File: src/rtl/rs_syndrome_seq.sv
// rs_syndrome_seq: serial RS(7,5) GF(8) syndrome sequencer (S1, S2 by Horner); define RS_SYN_STATS_EN to add cw_count/err_count
module rs_gf_mul #(
    parameter int SW = 3,
    parameter int N  = 7
) (
    input  logic [SW-1:0] a,
    input  logic [SW-1:0] b,
    output logic [SW-1:0] y
);
    logic [SW:0] s;
    always_comb begin
        s = {1'b0, a} + {1'b0, b} - (SW+1)'(1);
        y = (a == '0) ? '0 : (s > (SW+1)'(N)) ? SW'(s - (SW+1)'(N)) : SW'(s);
    end
endmodule

module rs_gf_add (
    input  logic [2:0] a,
    input  logic [2:0] b,
    output logic [2:0] y
);
    // field generated by x^3 + x + 1; index k>0 is alpha^(k-1)
    localparam logic [2:0] POLY [8] = '{3'd0, 3'd1, 3'd2, 3'd4, 3'd3, 3'd6, 3'd7, 3'd5};
    localparam logic [2:0] IDX  [8] = '{3'd0, 3'd1, 3'd2, 3'd4, 3'd3, 3'd7, 3'd5, 3'd6};
    assign y = IDX[POLY[a] ^ POLY[b]];
endmodule

module rs_syndrome_seq #(
    parameter int CW_LEN = 7,
    parameter int SW     = 3
) (
    input  logic          clk,
    input  logic          rst_n,
    input  logic          abort,
    input  logic [SW-1:0] sym_in,
    input  logic          sym_valid,
    input  logic          sym_last,
    output logic          sym_ready,
    output logic [SW-1:0] syn1,
    output logic [SW-1:0] syn2,
    output logic          syn_err,
    output logic          frame_err,
    output logic          syn_valid,
    input  logic          syn_ready
`ifdef RS_SYN_STATS_EN
    ,
    output logic [7:0]    cw_count,
    output logic [7:0]    err_count
`endif
);
    localparam int CNT_W = $clog2(CW_LEN + 1);
    localparam logic [SW-1:0] ALPHA = SW'(2);
    localparam logic [SW-1:0] ALPHA2 = SW'(3);
    localparam logic [CNT_W-1:0] LAST = CNT_W'(CW_LEN - 1);
    typedef enum logic {COLLECT, OUTPUT} state_t;
    state_t state;
    logic [CNT_W-1:0] cnt;
    logic [SW-1:0] acc1, acc2, mul1, mul2, add1, add2, nxt1, nxt2;
    logic fe_acc, first, at_last, accept, fe_nxt, err_nxt;
    rs_gf_mul #(.SW(SW), .N(CW_LEN)) u_mul1 (.a(acc1), .b(ALPHA), .y(mul1));
    rs_gf_mul #(.SW(SW), .N(CW_LEN)) u_mul2 (.a(acc2), .b(ALPHA2), .y(mul2));
    rs_gf_add u_add1 (.a(mul1), .b(sym_in), .y(add1));
    rs_gf_add u_add2 (.a(mul2), .b(sym_in), .y(add2));
    assign sym_ready = (state == COLLECT) && !abort;
    always_comb begin
        accept  = sym_valid && sym_ready;
        first   = cnt == '0;
        at_last = cnt == LAST;
        nxt1    = first ? sym_in : add1;
        nxt2    = first ? sym_in : add2;
        // a codeword is always CW_LEN symbols; a misplaced or missing sym_last only flags it
        fe_nxt  = first ? (sym_last && CW_LEN != 1) : (fe_acc || (sym_last != at_last));
        err_nxt = (nxt1 != '0) || (nxt2 != '0);
    end
    always_ff @(posedge clk or negedge rst_n) begin
        if (!rst_n) begin
            state     <= COLLECT;
            cnt       <= '0;
            acc1      <= '0;
            acc2      <= '0;
            fe_acc    <= 1'b0;
            syn_valid <= 1'b0;
            syn1      <= '0;
            syn2      <= '0;
            syn_err   <= 1'b0;
            frame_err <= 1'b0;
        end else if (state == OUTPUT) begin
            if (syn_ready) begin
                syn_valid <= 1'b0;
                state     <= COLLECT;
            end
        end else if (abort) begin
            cnt    <= '0;
            fe_acc <= 1'b0;
        end else if (accept) begin
            acc1   <= nxt1;
            acc2   <= nxt2;
            fe_acc <= fe_nxt;
            cnt    <= at_last ? '0 : cnt + CNT_W'(1);
            if (at_last) begin
                state     <= OUTPUT;
                syn_valid <= 1'b1;
                syn1      <= nxt1;
                syn2      <= nxt2;
                syn_err   <= err_nxt;
                frame_err <= fe_nxt;
            end
        end
    end
`ifdef RS_SYN_STATS_EN
    always_ff @(posedge clk or negedge rst_n) begin
        if (!rst_n) begin
            cw_count  <= '0;
            err_count <= '0;
        end else if (accept && at_last) begin
            if (cw_count != 8'hff) cw_count <= cw_count + 8'd1;
            if ((err_nxt || fe_nxt) && err_count != 8'hff) err_count <= err_count + 8'd1;
        end
    end
`endif
endmodule

File: config.mk
export PLATFORM = sky130hd
export DESIGN_NAME = rs_syndrome_seq
export DESIGN_NICKNAME = d
export VERILOG_FILES = /design/src/rtl/rs_syndrome_seq.sv
export SDC_FILE = /design/constraint.sdc
export NUM_CORES = 1
export LEC_CHECK = 0
export ABC_AREA = 0
export CAP_MARGIN = 15
export CORE_MARGIN = 5
export CORE_UTILIZATION = 55
export DETAILED_ROUTE_END_ITERATION = 7
export HOLD_SLACK_MARGIN = 0.06
export PLACE_DENSITY_LB_ADDON = 0.1
export SETUP_SLACK_MARGIN = 0.2
export SLEW_MARGIN = 20
export SYNTH_ARGS = -nofsm -noshare
export SYNTH_HDL_FRONTEND = slang
export SYNTH_SLANG_ARGS = --single-unit
File: constraint.sdc
create_clock -name clk -period 3.41 [get_ports clk]
set_clock_uncertainty 0.2 [all_clocks]
set_input_delay 0.5115 -clock clk [delete_from_list [all_inputs] [get_ports clk]]
set_output_delay 0.5115 -clock clk [all_outputs]
set_load 0.005 [all_outputs]
# Word level (Yosys, flattened, before mapping)

Memories as Yosys holds them, arrays and structs flattened.
Index checks and enable logic that the tools add are counted.

Register bits: 20
ROM bits: 120
Memories: 5

Add/sub/neg operators: 7
Magnitude comparators: 7
Equality and inequality tests: 4
Multiplexer cells: 32
Bitwise operators: 9
Reduce and logical (&&, ||, !) cells: 17

Memory list:

| memory          | depth | bits a word | read ports | clocked after memory_dff | write ports | line | RTL |
|---|---|---|---|---|---|---|---|
| (no name shown) | 8     | 3           | 1          | 0                        | 0           | 25   | `assign y = IDX[POLY[a] ^ POLY[b]];` |
| (no name shown) | 8     | 3           | 1          | 0                        | 0           | 25   |  |
| (no name shown) | 8     | 3           | 1          | 0                        | 0           | 25   |  |
| (no name shown) | 8     | 3           | 1          | 0                        | 0           | 25   |  |
| (no name shown) | 8     | 3           | 1          | 0                        | 0           | 25   |  |

Operator list:

| operator                                                                        | number |
|---|---|
| 3-bit two-way mux                                                               | 19 |
| 4-bit greater-or-equal comparator, second input constant                        | 5 |
| 3-bit NOT with 4-bit output                                                     | 5 |
| 1-bit two-way mux                                                               | 13 |
| 3-bit logical NOT                                                               | 3 |
| 3-bit by 2-bit adder with 4-bit output, second input constant                   | 2 |
| 4-bit by 3-bit greater-than comparator with 1-bit output, second input constant | 2 |
| 4-bit AND reduction                                                             | 2 |
| 4-bit by 1-bit subtractor with 4-bit output, second input constant              | 2 |
| 2-bit nonzero test                                                              | 3 |
| 3-bit nonzero test                                                              | 2 |
| 3-bit subtractor, second input constant                                         | 2 |
| 3-bit bitwise XOR                                                               | 2 |
| 3-bit by 1-bit adder with 3-bit output, second input constant                   | 1 |
| 3-bit equality test, second input constant                                      | 1 |
| 3-bit AND reduction                                                             | 1 |
| 1-bit logical AND                                                               | 2 |
| 1-bit logical OR                                                                | 2 |
| 2-bit by 1-bit != test with 1-bit output, second input constant                 | 1 |
| 2-bit != test, second input constant                                            | 1 |
| 1-bit NOT                                                                       | 2 |
| 2-bit AND reduction                                                             | 1 |
| 1-bit logical NOT                                                               | 1 |
| 1-bit != test                                                                   | 1 |

# Longest topological paths before layout

Gate-level depths: netlist of run 1.

Word-level depth: 17
Depth in mapped cells: 9
Mapped depth without buffers: 8

# Cells and area by module

A second synthesis of run 1 with hierarchy kept.

Cells, all modules: 290
Area, all modules: 2230.9 um2

Modules (own cells, without submodules):

| module             | times used | cells an instance | area an instance (um2) | seq. area each (um2) |
|---|---|---|---|---|
| rs_syndrome_seq    | 1          | 97                | 920.9                  | 500.5 |
| rs_gf_add (u_add2) | 1          | 69                | 473.0                  | 0.0 |
| rs_gf_add (u_add1) | 1          | 70                | 469.2                  | 0.0 |
| rs_gf_mul          | 2          | 27                | 183.9                  | 0.0 |

# Worst setup path after synthesis of run 1

OpenSTA, ideal clock, no wires.

Kind: flip-flop to flip-flop
Start: register acc1[0]
End: register acc1[0]
Library setup time: 0.092 ns
Arrival: 2.358 ns
Required time: 3.118 ns
Path slack: 0.760 ns
Cell stages (with the launch flop): 10
Path buffers: 1
Period minus slack after synthesis: 2.650 ns
Cell sequence: dfrtp_1 -> buf_2 -> inv_1 -> ha_1 -> or3_1 -> a211oi_1 -> a311oi_1 -> nor2_1 -> mux2_4 -> o31ai_2

Longest elaborated chain between the ends: 15

Ends and longest elaborated chain:

| element                                                                                      | line | RTL |
|---|---|---|
| start: declaration                                                                           | 58   | `logic [SW-1:0] acc1, acc2, mul1, mul2, add1, add2, nxt1, nxt2;` |
| start signal: assignment                                                                     | 96   | `acc1 <= nxt1;` |
| 3-bit by 2-bit adder with 4-bit output                                                       | 12   | `s = {1'b0, a} + {1'b0, b} - (SW+1)'(1);` |
| 4-bit by 1-bit subtractor with 4-bit output                                                  | 12   |  |
| 4-bit by 3-bit greater-than comparator with 1-bit output or 3-bit subtractor (tied branches) | 13   | `y = (a == '0) ? '0 : (s > (SW+1)'(N)) ? SW'(s - (SW+1)'(N)) : SW'(s);` |
| 3-bit two-way mux                                                                            | 13   |  |
| 3-bit two-way mux (*)                                                                        | 13   |  |
| 3-bit NOT with 4-bit output (not written as such) (*)                                        | 25   |  |
| memory 8 x 3 bit (*)                                                                         | --   |  |
| 3-bit two-way mux (not written as such) (*) (2 in a row)                                     | 25   |  |
| 3-bit bitwise XOR (*)                                                                        | 25   |  |
| 3-bit NOT with 4-bit output (not written as such) (*)                                        | 25   |  |
| memory 8 x 3 bit (*)                                                                         | --   |  |
| 3-bit two-way mux (not written as such) (*) (2 in a row)                                     | 25   |  |
| 3-bit two-way mux (*)                                                                        | 69   | `nxt1 = first ? sym_in : add1;` |

Every way passes the cells marked *; elsewhere a longest branch is shown, timed or not. The select of a mux whose other input is x is not followed.
A chain may end at the register's enable or synchronous reset.

# Worst setup path in the final report of run 1

Same ends and word-level chain as after synthesis.

==> results of run 1 <==
kinds of logic (layout without fill, tap and decap cells):
group                      count (synthesis)  after routing  synth area share (%)
AOI/OAI and AO/OA                         54             54                  22.9
buffers and inverters                     19             32                  4.72
adders and majority gates                  7              7                  5.44
muxes                                      7              7                  4.88
xor gates and xnor gates                   8              8                  4.48
DFF                                       20             20                  32.0
and+or+nand+nor                           79             79                  25.6
layer usage:
metal	part of all wire, %	wire, um
met3	3.3	120
met5	0	0
met1	46	1680
met4	0	0
met2	50	1810
cell type report:
cell class / count / area, um2
Multi-Input combinational cell: 155 / 1000
Inverter: 10 / 37.5
Clock buffer: 3 / 22.5
Sequential cell: 20 / 500
Tap cell: 31 / 38.8
Fill cell: 233 / 943
Timing Repair Buffer: 19 / 188
cell usage in the layout, fill, tap and decap left out, types with 6 or more instances in the layout:
cell                              instances
sky130_fd_sc_hd__dfrtp_1                 20
sky130_fd_sc_hd__xnor2_1                  7
sky130_fd_sc_hd__nand2_1                 27
sky130_fd_sc_hd__ha_1                     6
sky130_fd_sc_hd__o21ai_0                 10
sky130_fd_sc_hd__a21oi_1                  8
sky130_fd_sc_hd__nor2_1                  16
sky130_fd_sc_hd__clkdlybuf4s50_1         18
sky130_fd_sc_hd__o31ai_1                  7
sky130_fd_sc_hd__inv_1                   10
sky130_fd_sc_hd__nor2b_1                  6
power by group through the flow:
stage	logic (W)	clock network (W)	registers (W)
after floorplan	0.000509	0	0.000316
after global placement	0.000616	0	0.000333
after detailed placement	0.000640	0	0.000338
after CTS	0.000645	0.000113	0.000333
after global routing	0.000729	0.000123	0.000345
final	0.000667	0.000111	0.000336
critical path, stage by stage, from the launching register on:
cell	delay (ns)
sky130_fd_sc_hd__dfrtp_1	0.52
sky130_fd_sc_hd__inv_1	0.13
sky130_fd_sc_hd__ha_1	0.40
sky130_fd_sc_hd__or3_1	0.35
sky130_fd_sc_hd__a211oi_1	0.41
sky130_fd_sc_hd__a311oi_2	0.11
sky130_fd_sc_hd__nor2_1	0.31
sky130_fd_sc_hd__mux2_4	0.35
sky130_fd_sc_hd__o31ai_2	0.21
registers in the layout (all words and copies together) (netlist names):
| register | cells |
|---|---|
| state | 1 |
| fe_acc | 1 |
| acc1 | 3 |
| acc2 | 3 |
| syn_valid | 1 |
| syn_err | 1 |
| syn2 | 3 |
| frame_err | 1 |
| syn1 | 3 |
| cnt | 3 |
worst min-delay path by stage:
stage	startpoint	endpoint	slack [ns]	cells after the start
after floorplan	rst_n	acc1[0]	0.02	0
after global placement	syn_valid	syn_valid	0.26	2
after detailed placement	frame_err	frame_err	0.26	2
after CTS	syn_valid	syn_valid	0.30	2
after global routing	syn1[1]	syn1[1]	0.32	1
final	syn_valid	syn_valid	0.29	2
per-stage QoR:
step	hold WS, ns	util (%)	total power (W)	setup slack [ns]	instance area, um2
after global placement	0.256	64.2	0.000948	0.476	1760
after global routing	0.322	65.5	0.00120	0.209	1790
after CTS	0.296	65.0	0.00109	0.388	1780
after detailed placement	0.263	64.2	0.000978	0.390	1760
after floorplan	0.0159	-	0.000826	0.760	1570
final	0.290	65.5	0.00111	0.351	1790
what timing repair did:
item | CTS | global route
hold buffers | 0 | 0
setup endpoints to repair | 0 | 1
resized for setup | 0 | 2
==> results.rst, run 1 <==
.. list-table::
   :header-rows: 1

   * - Metric
     - Value
   * - Aggregate global routing overflow
     - 0
   * - Final estimated routing congestion in global placement
     - 0.869
   * - # Post-CTS Setup Buffers
     - 0
   * - Top-level port count
     - 19
   * - # H-tree levels
     - 1
   * - Register share of total power
     - 30.1%
   * - Via count of the first global-routing pass
     - 1443
   * - Startpoint of the most critical register-to-register path
     - acc1[0]
   * - Placement Rows
     - 19
   * - Hold Crit Class
     - flip-flop to flip-flop
   * - Maximum resistive drop on vdd
     - 0.428 mV
   * - Net count after synthesis
     - 209
   * - Yosys top cell by area
     - sky130_fd_sc_hd__dfrtp_1
   * - Later-pin clock latency in the skew report
     - 0.30 ns
   * - Timing endpoint of the critical path
     - acc1[0]
   * - Cell area after technology mapping
     - 1570 um2
   * - Clk sinks
     - 20
   * - Leading cell types by total area after synthesis
     - sky130_fd_sc_hd__dfrtp_1, sky130_fd_sc_hd__nand2_1, sky130_fd_sc_hd__ha_1, sky130_fd_sc_hd__xnor2_1, sky130_fd_sc_hd__nor2_1
   * - Number of buffers inserted by port buffering
     - 18
   * - Starting utilization of the core area
     - 57.3%
   * - Inserted Diodes
     - 0
   * - Worst setup path startpoint
     - acc1[0]
   * - Total Routed Length
     - 3.61 mm
   * - R2r worst-path depth
     - 8
   * - Maximum count of clock buffers along a single path
     - 2
   * - WS Path Type
     - flip-flop to flip-flop
   * - Largest net degree at the start of global routing
     - 21
   * - Global router's overall resource usage
     - 18.0%
   * - Die width
     - 63.3 um
   * - Internal power consumption
     - 0.000599 W
   * - Post-synthesis to final-layout area growth
     - 14.4%
   * - Final max-slew violation count
     - 0
   * - Count of placed standard cells in the final layout, fillers left out
     - 238
   * - Endpoints failing setup
     - 0
   * - Worst r2r dst
     - acc1[0]
   * - Actual slew at the worst max-slew pin
     - 0.888 ns
   * - Final Critical Period
     - 3.06 ns
   * - Synthesized area divided by synthesized cell count
     - 8.07 um2
   * - Number of remaining DRC errors
     - 0
   * - DP Wirelength
     - 2.75 mm
   * - Max-slew headroom
     - 40.6%
   * - Die ar.
     - 4010 um2
   * - Top cell types by occurrence after synthesis
     - sky130_fd_sc_hd__nand2_1, sky130_fd_sc_hd__dfrtp_1, sky130_fd_sc_hd__nor2_1, sky130_fd_sc_hd__inv_1, sky130_fd_sc_hd__o21ai_0
   * - GR Util met1
     - 22.2%
   * - Clock Tree Root
     - sky130_fd_sc_hd__clkbuf_4
   * - Floorplan Core Area
     - 2730 um2
   * - FF+latch count, synth
     - 20
   * - Number of CTS-inserted buffers
     - 3
   * - DRC marker count from the first detailed-route iteration
     - 99
   * - Setup slack of the most critical reg-to-reg path
     - 0.35 ns
   * - Chip height
     - 63.3 um
   * - Setup repair after global routing missed its margin
     - no
   * - Combinational share of power
     - 59.9%
   * - Switching Fraction
     - 46.2%
   * - GRT met3 Usage
     - 2.31%
   * - Clock tree from TritonCTS
     - built
   * - Vias per cell
     - 6.11
   * - Fin crit share
     - 89.7%
   * - Post-DRT Antenna Nets
     - 0
   * - Biggest fanout along the worst timing path
     - 11
   * - Most used flip-flop cell after synthesis
     - sky130_fd_sc_hd__dfrtp_1
   * - Gate Count Post-Synth
     - 194
   * - Drt pass-1 iters
     - 4
   * - Yosys warning count
     - 0
   * - Placed cell count
     - 235
   * - CTS clock-pin slew for the worst setup and hold paths
     - 0.11 ns
   * - Fraction of registers with async set/reset
     - 100%
   * - Met2 routing resource usage after global routing
     - 32.0%
   * - First-pass GRT wire length
     - 6.04 mm
   * - Max-cap violations
     - 0
   * - Final hold vios
     - 0
   * - Vias after detailed routing
     - 1454
   * - Count of unique library cells instantiated by Yosys
     - 43
   * - Leakage power summed over all cells
     - 0.753 nW
   * - CP required
     - 3.43 ns
   * - Net count of the finished layout
     - 224
   * - Initial antenna violation count
     - 0
   * - Worst setup EP type
     - flip-flop
   * - Most common cell in the synthesized netlist
     - sky130_fd_sc_hd__nand2_1
   * - Fmax
     - 327 MHz
   * - Fraction of final layout cells with drive strength greater than 1
     - 6.28%
   * - Total negative slack for setup checks
     - 0 ns
   * - Share of the yosys chip area belonging to registers
     - 32.0%
   * - Gr busiest metal
     - met2
   * - Clock network fraction of design power
     - 10.0%
   * - Post-DR wirelength/cell
     - 15.2 um
   * - Switching Power
     - 0.000515 W
   * - Total power per unit cell area
     - 622 nW/um2
   * - Post-synth EDFFs
     - 0
   * - Critical path arrival
     - 3.08 ns
   * - Post-synth top area share
     - 32.0%
   * - Run status
     - complete, no violations
   * - Type of element launching the critical path
     - flip-flop
Power figures use the tool's default switching activity.
==> run 2: changes to the inputs <==
GPL_ROUTABILITY_DRIVEN = 0   (was default)
==> results of run 2 <==
The final DEF is identical to that of run 1; final timing and power are the same.
==> run 3: changes to the inputs <==
CORE_MARGIN = default   (was 5)
==> run 3 against run 2 <==
  * Final cell count did not move
  * Clock-buffer cell count did not move
  * Critical path type unchanged
  * Die area shrank 24%
  * Largest power group unchanged
  * Global-route usage is 6.6 points higher
  * Sequential power about the same
  * Wire length is essentially flat
==> results.rst, run 3 (synthesized netlist as in run 1, its figures left out) <==
.. list-table::
   :header-rows: 1

   * - Metric
     - Value
   * - Actual slew at the worst max-slew pin
     - 0.875 ns
   * - Top-level port count
     - 19
   * - Clk sinks
     - 20
   * - Largest net degree at the start of global routing
     - 21
   * - Initial antenna violation count
     - 0
   * - Clock tree from TritonCTS
     - built
   * - Fin crit share
     - 86.8%
   * - Sequential cell area
     - 500 um2
   * - Final Critical Period
     - 2.96 ns
   * - Maximum count of clock buffers along a single path
     - 2
   * - Placement Rows
     - 18
   * - Aggregate global routing overflow
     - 0
   * - Critical path arrival
     - 2.98 ns
   * - Post-synthesis to final-layout area growth
     - 16.4%
   * - Setup repair after global routing missed its margin
     - no
   * - Global router's overall resource usage
     - 24.6%
   * - DRC marker count from the first detailed-route iteration
     - 83
   * - Endpoints failing setup
     - 0
   * - Fraction of final layout cells with drive strength greater than 1
     - 7.21%
   * - CTS clock-pin slew for the worst setup and hold paths
     - 0.12 ns
   * - Number of remaining DRC errors
     - 0
   * - Multi-input combinational cell area
     - 1010 um2
   * - Worst setup EP type
     - flip-flop
   * - Total negative slack for setup checks
     - 0 ns
   * - Total power per unit cell area
     - 660 nW/um2
   * - Cell Area, Placed
     - 1750 um2
   * - Post-DRT Antenna Nets
     - 0
   * - Biggest fanout along the worst timing path
     - 11
   * - CP required
     - 3.43 ns
   * - Die width
     - 55.3 um
   * - Clock Tree Root
     - sky130_fd_sc_hd__clkbuf_4
   * - Count of placed standard cells in the final layout, fillers left out
     - 238
   * - Post-DR wirelength/cell
     - 15.2 um
   * - Later-pin clock latency in the skew report
     - 0.31 ns
   * - Number of buffers inserted by port buffering
     - 18
   * - Starting utilization of the core area
     - 60.4%
   * - First-pass GRT wire length
     - 6.21 mm
   * - Max-slew headroom
     - 41.5%
   * - Filler cell count in the final layout
     - 214
   * - Floorplan Core Area
     - 2590 um2
   * - Worst path bufs/invs
     - 1
   * - Total design power
     - 0.00120 W
   * - # H-tree levels
     - 1
   * - Cell family with most CP delay
     - compound AO/OA/AOI/OAI gates
   * - Total of hold buffers inserted after clock tree synthesis
     - 0
   * - Number of CTS-inserted buffers
     - 3
   * - Hold Crit Class
     - flip-flop to flip-flop
   * - Vias after detailed routing
     - 1483
   * - Total Routed Length
     - 3.61 mm
   * - Vias per cell
     - 6.23
   * - Via count of the first global-routing pass
     - 1425
   * - Most common library cell in the layout ignoring fill and taps
     - sky130_fd_sc_hd__nand2_1
   * - Max-cap violations
     - 0
   * - Maximum resistive drop on vdd
     - 0.506 mV
   * - Final max-slew violation count
     - 0
   * - Post-layout instance area
     - 1820 um2
   * - DP Wirelength
     - 2.73 mm
   * - Die ar.
     - 3060 um2
   * - Worst path slowest cell
     - sky130_fd_sc_hd__dfrtp_1
   * - Chip height
     - 55.3 um
   * - WS Path Type
     - flip-flop to flip-flop
   * - Delay contributed by the slowest stage of the critical path
     - 0.51 ns
   * - Net count of the finished layout
     - 224
   * - Drt pass-1 iters
     - 4
   * - Fmax
     - 338 MHz
   * - Inserted Diodes
     - 0
   * - Type of element launching the critical path
     - flip-flop
   * - Commonest non-fill, non-tap cells in the layout
     - sky130_fd_sc_hd__nand2_1, sky130_fd_sc_hd__dfrtp_1, sky130_fd_sc_hd__clkdlybuf4s50_1, sky130_fd_sc_hd__nor2_1
   * - Cells traversed along the worst timing path
     - inv_1 -> ha_1 -> and4_2 -> o31ai_1 -> a311oi_2 -> nor2_2 -> mux2_4 -> o31ai_2
   * - Final hold vios
     - 0
   * - Placed cell count
     - 234
   * - Leakage power summed over all cells
     - 0.767 nW
   * - Post-layout util
     - 70.3%
   * - Run status
     - complete, no violations
[run 3: cell types whose count changed in the layout (fill, tap and decap cells not counted)]
cell and delta:
sky130_fd_sc_hd__nor2_2 +1, sky130_fd_sc_hd__bufinv_16 +1, sky130_fd_sc_hd__nor2_1 -1
[run 3: final timing paths]
| check | slack [ns] | cells after the start | endpoint | startpoint |
|---|---|---|---|---|
| hold / removal | 0.30 | 1 | syn1[1] | syn1[1] |
| min in group asynchronous | 0.48 | 1 | syn2[1] | rst_n |
| hold reg to reg | 0.30 | 1 | syn1[1] | syn1[1] |
| setup / recovery | 0.45 | 8 | acc1[0] | acc1[0] |
| setup reg to reg | 0.45 | 8 | acc1[0] | acc1[0] |
| max in group asynchronous | 1.99 | 1 | fe_acc | rst_n |
[run 3: power by group]
group	switching [W]	internal, W	total (W)	leakage (nW)
Combinational	0.000386	0.000286	0.000672	0.483
Sequential	0.0000629	0.000274	0.000337	0.256
Clock	0.0000760	0.000119	0.000195	0.0279
[run 3: what timing repair did]
item / in CTS / in global routing
setup buffers: 0 / 0
endpoints found under the setup margin: 0 / 3
resized for setup: 0 / 3
[run 3: area by class of cell]
cell class / instances / area share [%]
inverters: 10 / 2.06
flip-flops and latches: 20 / 27.5
clock buffers: 3 / 1.24
well taps: 30 / 2.06
repair buffers: 19 / 10.3
clock inverters: 1 / 1.65
multi-input cells: 155 / 55.2
[run 3: layer usage]
metal / part of all wire [%] / wire [um] / vias up / track usage, %
li1: - / - / 730 / -
met4: 1.2 / 42 / 0 / 7.86
met3: 3.7 / 135 / 7 / 1.64
met1: 45 / 1620 / 698 / 32.9
met5: 0 / 0 / - / 0
met2: 50 / 1810 / 48 / 42.2
[run 3: stage by stage]
step / hold WS (ns) / setup WS, ns
3_3_place_gp: 0.261 / 0.482
6_report: 0.298 / 0.450
2_1_floorplan: 0.0159 / 0.760
4_1_cts: 0.301 / 0.406
5_1_grt: 0.310 / 0.262
3_5_place_dp: 0.265 / 0.433
